==> src/rtl/sal_ddr2_pkg.sv <==
// Shared AXI burst encodings and the burst-legality rule used by the address-channel arbiter.
package sal_ddr2_pkg;

    typedef enum logic [1:0] {
        BURST_FIXED = 2'b00,
        BURST_INCR  = 2'b01,
        BURST_WRAP  = 2'b10,
        BURST_RSVD  = 2'b11
    } burst_e;

    // A WRAP burst must span 2, 4, 8 or 16 beats; alen encodes beats-1.
    function automatic logic wrap_len_ok(input int unsigned alen);
        return (alen == 1) || (alen == 3) || (alen == 7) || (alen == 15);
    endfunction

    function automatic logic burst_illegal(input logic [1:0] burst, input int unsigned alen);
        return (burst == BURST_RSVD) || ((burst == BURST_WRAP) && !wrap_len_ok(alen));
    endfunction

endpackage

==> src/rtl/axi_a_skid_fifo.sv <==
// Two-entry buffer between the arbiter and the downstream address channel.
module axi_a_skid_fifo #(
    parameter int DATA_W = 8
) (
    input  logic              clk,
    input  logic              rst_n,
    input  logic              push,
    input  logic [DATA_W-1:0] push_data,
    output logic              in_ready,
    output logic              out_valid,
    input  logic              out_ready,
    output logic [DATA_W-1:0] out_data
);

    logic [1:0]        count;
    logic              wr_ptr;
    logic              rd_ptr;
    logic              pop;
    logic [DATA_W-1:0] mem [2];

    // Readiness comes from registered occupancy only, so a downstream pop never frees a slot in the same cycle.
    assign in_ready  = (count != 2'd2);
    assign out_valid = (count != 2'd0);
    assign out_data  = mem[rd_ptr];
    assign pop       = out_valid & out_ready;

    always_ff @(posedge clk or negedge rst_n) begin
        if (!rst_n) begin
            count  <= 2'd0;
            wr_ptr <= 1'b0;
            rd_ptr <= 1'b0;
        end else begin
            if (push) wr_ptr <= ~wr_ptr;
            if (pop)  rd_ptr <= ~rd_ptr;
            case ({push, pop})
                2'b10:   count <= count + 2'd1;
                2'b01:   count <= count - 2'd1;
                default: ;
            endcase
        end
    end

    always_ff @(posedge clk) begin
        if (push) mem[wr_ptr] <= push_data;
    end

endmodule

==> src/rtl/axi_a_arbiter.sv <==
// Round-robin merge of NUM_PORTS AXI address channels into one, tagging IDs with the source port.
module axi_a_arbiter
    import sal_ddr2_pkg::*;
#(
    parameter  int NUM_PORTS    = 2,
    parameter  int ADDR_WIDTH   = 32,
    parameter  int ID_WIDTH     = 4,
    parameter  int ADDR_LEN     = 4,
    localparam int PORT_BITS    = (NUM_PORTS > 1) ? $clog2(NUM_PORTS) : 1,
    localparam int OUT_ID_WIDTH = ID_WIDTH + PORT_BITS
) (
    input  logic                                 clk,
    input  logic                                 rst_n,
    input  logic [NUM_PORTS-1:0]                 s_avalid,
    output logic [NUM_PORTS-1:0]                 s_aready,
    input  logic [NUM_PORTS-1:0]                 s_awrite,
    input  logic [NUM_PORTS-1:0][ID_WIDTH-1:0]   s_aid,
    input  logic [NUM_PORTS-1:0][ADDR_WIDTH-1:0] s_aaddr,
    input  logic [NUM_PORTS-1:0][ADDR_LEN-1:0]   s_alen,
    input  logic [NUM_PORTS-1:0][2:0]            s_asize,
    input  logic [NUM_PORTS-1:0][1:0]            s_aburst,
    output logic                                 m_avalid,
    input  logic                                 m_aready,
    output logic                                 m_awrite,
    output logic [OUT_ID_WIDTH-1:0]              m_aid,
    output logic [ADDR_WIDTH-1:0]                m_aaddr,
    output logic [ADDR_LEN-1:0]                  m_alen,
    output logic [2:0]                           m_asize,
    output logic [1:0]                           m_aburst,
    output logic                                 err_burst,
    output logic [PORT_BITS-1:0]                 err_port,
    input  logic                                 err_clr
);

    localparam int DATA_W = 1 + OUT_ID_WIDTH + ADDR_WIDTH + ADDR_LEN + 3 + 2;

    logic [PORT_BITS-1:0] rr_ptr;
    logic [PORT_BITS-1:0] gnt_idx;
    logic [PORT_BITS-1:0] rr_nxt;
    logic                 gnt_vld;
    logic                 fifo_rdy;
    logic                 acc;
    logic                 bad_burst;
    logic [DATA_W-1:0]    push_data;
    logic [DATA_W-1:0]    head_data;

    function automatic logic [PORT_BITS-1:0] port_at(input logic [PORT_BITS-1:0] base, input int off);
        int sum;
        sum = int'(base) + off;
        if (sum >= NUM_PORTS) sum -= NUM_PORTS;
        return PORT_BITS'(sum);
    endfunction

    // Scan from farthest to nearest so the first valid port at or after rr_ptr wins.
    always_comb begin
        gnt_vld = 1'b0;
        gnt_idx = '0;
        for (int k = NUM_PORTS - 1; k >= 0; k--) begin
            if (s_avalid[port_at(rr_ptr, k)]) begin
                gnt_vld = 1'b1;
                gnt_idx = port_at(rr_ptr, k);
            end
        end
    end

    // rst_n gates readiness so no port sees an accept while reset is held.
    assign acc       = gnt_vld & fifo_rdy & rst_n;
    assign s_aready  = acc ? (NUM_PORTS'(1) << gnt_idx) : '0;
    assign rr_nxt    = (gnt_idx == PORT_BITS'(NUM_PORTS - 1)) ? '0 : gnt_idx + 1'b1;
    assign bad_burst = burst_illegal(s_aburst[gnt_idx], 32'(s_alen[gnt_idx]));

    assign push_data = {s_awrite[gnt_idx], gnt_idx, s_aid[gnt_idx], s_aaddr[gnt_idx],
                        s_alen[gnt_idx], s_asize[gnt_idx], s_aburst[gnt_idx]};
    assign {m_awrite, m_aid, m_aaddr, m_alen, m_asize, m_aburst} = head_data;

    always_ff @(posedge clk or negedge rst_n) begin
        if (!rst_n) begin
            rr_ptr    <= '0;
            err_burst <= 1'b0;
            err_port  <= '0;
        end else begin
            if (acc) rr_ptr <= rr_nxt;
            // A fresh illegal accept overrides a simultaneous clear and re-captures its port.
            if (acc && bad_burst) begin
                err_burst <= 1'b1;
                if (!err_burst || err_clr) err_port <= gnt_idx;
            end else if (err_clr) begin
                err_burst <= 1'b0;
                err_port  <= '0;
            end
        end
    end

    axi_a_skid_fifo #(
        .DATA_W (DATA_W)
    ) u_fifo (
        .clk       (clk),
        .rst_n     (rst_n),
        .push      (acc),
        .push_data (push_data),
        .in_ready  (fifo_rdy),
        .out_valid (m_avalid),
        .out_ready (m_aready),
        .out_data  (head_data)
    );

endmodule

==> config.mk <==
export PLATFORM = sky130hd
export DESIGN_NAME = axi_a_arbiter
export DESIGN_NICKNAME = d
export VERILOG_FILES = /design/src/rtl/sal_ddr2_pkg.sv /design/src/rtl/axi_a_skid_fifo.sv /design/src/rtl/axi_a_arbiter.sv
export SDC_FILE = /design/constraint.sdc
export NUM_CORES = 1
export LEC_CHECK = 0
export CORE_AREA = 2 2 103 180
export DETAILED_ROUTE_END_ITERATION = 12
export DIE_AREA = 0 0 105 182
export HOLD_SLACK_MARGIN = 0.03
export PLACE_DENSITY_LB_ADDON = 0.12
export SLEW_MARGIN = 25
export SYNTH_ARGS = -nofsm -noshare
export SYNTH_HDL_FRONTEND = slang
export SYNTH_SLANG_ARGS = --single-unit
==> constraint.sdc <==
create_clock -name clk -period 4.25 [get_ports clk]
set_clock_uncertainty 0.2 [all_clocks]
set_input_delay 1.275 -clock clk [delete_from_list [all_inputs] [get_ports clk]]
set_output_delay 1.275 -clock clk [all_outputs]
set_load 0.02 [all_outputs]
==> flow_summary.toml <==
[yosys]
yosysTopAreaCell = "sky130_fd_sc_hd__edfxtp_1"
postSynthRegisterBits = 101
yosys_warnings = 0
synthesis.area_per_instance_um2 = 13.3
postSynthCellCount = 329
synth.yosys.seq_area_share_pct = 68.7
synth-edff-count = 94
synth_top_cell_area_share_pct = 64.6
synth_cell_type_count = 29
yosys-top-cells-area = "sky130_fd_sc_hd__edfxtp_1 65%, sky130_fd_sc_hd__mux2_2 13%, sky130_fd_sc_hd__nand2_1 11%"
postSynthNetCount = 428
asyncSetResetFlopFracSynth_pct = 6.93
most_used_flip_flop_cell_after_synthesis = "sky130_fd_sc_hd__edfxtp_1"
netlist_area_um2 = 4370

[clock_network]
post-cts-setup-buffer-count = 0
postCtsResizedCells = 0
cts_root_buf = "sky130_fd_sc_hd__clkbuf_16"
tritoncts_num_sinks = 101
clk_latency_ns = 0.33
tritoncts = "done"
tritoncts.num_buffers = 9
cts.htree.levels = 3
clk_pin_slew_worst_paths_ns = 0.07
cts_hold_buf = 0
ctsLongestPathBuffers = 2

[setup_path]
largest_stage_delay_on_the_critical_path_ns = 0.61
cp_common_cell = "sky130_fd_sc_hd__clkdlybuf4s50_1"
worst_ep_arrival_time_ns = 2.67
cp.buffers_inverters = 2
critical_path_peak_fanout = 3
cp_cell_sequence = "clkdlybuf4s50_1 > nand2b_1 > and4_1 > clkdlybuf4s50_1"
setup.worst_path.start_class = "input pin"
worstPathRequired_ns = 2.77
path_delay_family = "buffers and inverters"
critical_path.endpoint_type = "primary output"
crit_type = "in2out"
crit_path_top_delay_cell = "sky130_fd_sc_hd__clkdlybuf4s50_1"

[cells_and_area]
layout.cells.most_common_list = "149 x sky130_fd_sc_hd__clkdlybuf4s50_1, 124 x sky130_fd_sc_hd__nand2_1, 94 x sky130_fd_sc_hd__edfxtp_1, 51 x sky130_fd_sc_hd__mux2_2, 11 x sky130_fd_sc_hd__buf_4"
drive_above_1_share_pct = 17.3
syn_to_final_growth_pct = 48.6
fillerInstances = 1820
count_of_inserted_antenna_diode_cells = 0
fin_nets = 586
layout.cells.most_common = "sky130_fd_sc_hd__clkdlybuf4s50_1"

[grt]
grt_overflow = 0
globalRouteTotalUtil_pct = 11.3
grt_pass1_wl_mm = 16.3
grt_pass1_vias = 3183
grt_max_degree = 44
grt_antenna_before_repair = 0

[timing]
final.period_utilization_pct = 97.6
final_max_slew_viol_count = 0
final_critical_path_time_including_i_o_delays_and_setup_ns = 4.15
grt_setup_unrepaired = "no"
worst-slew-pin-transition_ns = 0.752
finalSetupViolations = 0
slew_headroom_pct = 49.6
setup_total_negative_slack_ns = 0
final_hold_viol_count = 0
timing.fmax_mhz = 241

[placement]
hpwl_mm = 7.73
io_buffers = 149
routabilityCongestion = 0.687

[floorplanning]
starting_utilization_of_the_core_area_pct = 24.6
fp.coreArea_um2 = 17700
boundaryPins = 150
chipHeight_um = 182
fp.dieW_um = 105
placementRows = 65
dieArea_um2 = 19100

[run]
max_cap_violations = 0

[power_and_ir_drop]
total_power_mw = 3.71
vdd_drop_max_uv = 289
static-leakage-power_nw = 2.42
powerDensity_nw_per_um2 = 571

[drt]
vias_per_cell = 4.12
drt.antenna.violating_nets = 0
initialDrtViolationCount = 83
post-route-drc-count = 0
post_drt_wl_per_cell_um = 14.8
detailroute.via_count = 2993
postRouteWirelength_mm = 10.7
drt_first_pass_iters = 4

[hold_path]
timing.hold.worst.class = "reg2reg"

[outcome]
outcome = "finished, final reports clean"
-- per-layer routing --
metal	vias up	global-route usage (%)	part of all wire, %
li1	1464	-	-
met1	1445	10.4	35
met2	78	23.1	59
met3	6	2.94	4.6
met4	0	3.52	1.2
met5	-	0	0
-- per-stage QoR --
step	cell area (µm²)	hold slack [ns]	std cells	utilization, %	setup WS (ns)
2_1_floorplan	4370	0.257	329	-	0.127
3_3_place_gp	6210	0.278	710	35.0	0.114
3_5_place_dp	6210	0.290	710	35.0	0.0804
4_1_cts	6490	0.304	726	36.6	0.0856
5_1_grt	6490	0.320	726	36.6	0.0161
6_report	6490	0.302	726	36.6	0.101
-- final timing paths --
| check | from | to | slack, ns | depth (start not counted) |
|---|---|---|---|---|
| worst max-delay path | s_avalid[0] | s_aready[1] | 0.10 | 4 |
| worst min-delay path | u_fifo.count[1] | u_fifo.count[1] | 0.30 | 1 |
| worst max register to register | u_fifo.count[0] | u_fifo.mem[1][45] | 2.23 | 4 |
| worst min register to register | u_fifo.count[1] | u_fifo.count[1] | 0.30 | 1 |
| max in group asynchronous | rst_n | err_port | 2.64 | 2 |
| min in group asynchronous | rst_n | u_fifo.rd_ptr | 1.09 | 2 |
-- sequential cells by signal, summed over array words and instances (netlist names) --
signal	flops
err_port	1
u_fifo.rd_ptr	1
u_fifo.count	2
rr_ptr	1
err_burst	1
u_fifo.mem	94
u_fifo.wr_ptr	1
-- report_power, final --
part           internal [mW]  switching [mW]  total (mW)
registers               1.36          0.0725        1.43
clock network          0.418           0.346       0.764
logic                  0.739           0.776        1.51
-- layout make-up --
cell class	count	area, µm²	area share [%]
sequential	101	3000	46.2
timing repair buffer	161	1590	24.6
multi-input combinational	207	1300	20.0
tap	234	293	4.51
clock buffer	12	246	3.80
clock inverter	4	32.5	0.501
inverter	7	26.3	0.405
-- cell usage after synthesis, types with 2 or more instances --
cell type and instances:
sky130_fd_sc_hd__inv_1 6, sky130_fd_sc_hd__clkbuf_1 6, sky130_fd_sc_hd__nor2b_1 3, sky130_fd_sc_hd__a21oi_1 2, sky130_fd_sc_hd__nor2_1 3, sky130_fd_sc_hd__xor2_1 2
sky130_fd_sc_hd__nand2_1 125, sky130_fd_sc_hd__mux2_2 51, sky130_fd_sc_hd__xnor2_1 3, sky130_fd_sc_hd__edfxtp_1 94, sky130_fd_sc_hd__buf_2 7, sky130_fd_sc_hd__nand2b_1 4
sky130_fd_sc_hd__dfrtp_1 7
-- kinds of logic (layout without fill, tap and decap cells) --
group | Yosys count | after routing | share of synthesized area (%)
xor gates and xnor gates | 5 | 5 | 1.00
DFF | 101 | 101 | 68.7
muxes | 51 | 51 | 13.2
buffers and inverters | 21 | 184 | 2.01
and+or+nand+nor | 139 | 139 | 12.7
AOI/OAI and AO/OA | 11 | 11 | 2.24
adders and majority gates | 1 | 1 | 0.286
No activity file was read; power rests on OpenSTA's default activity.
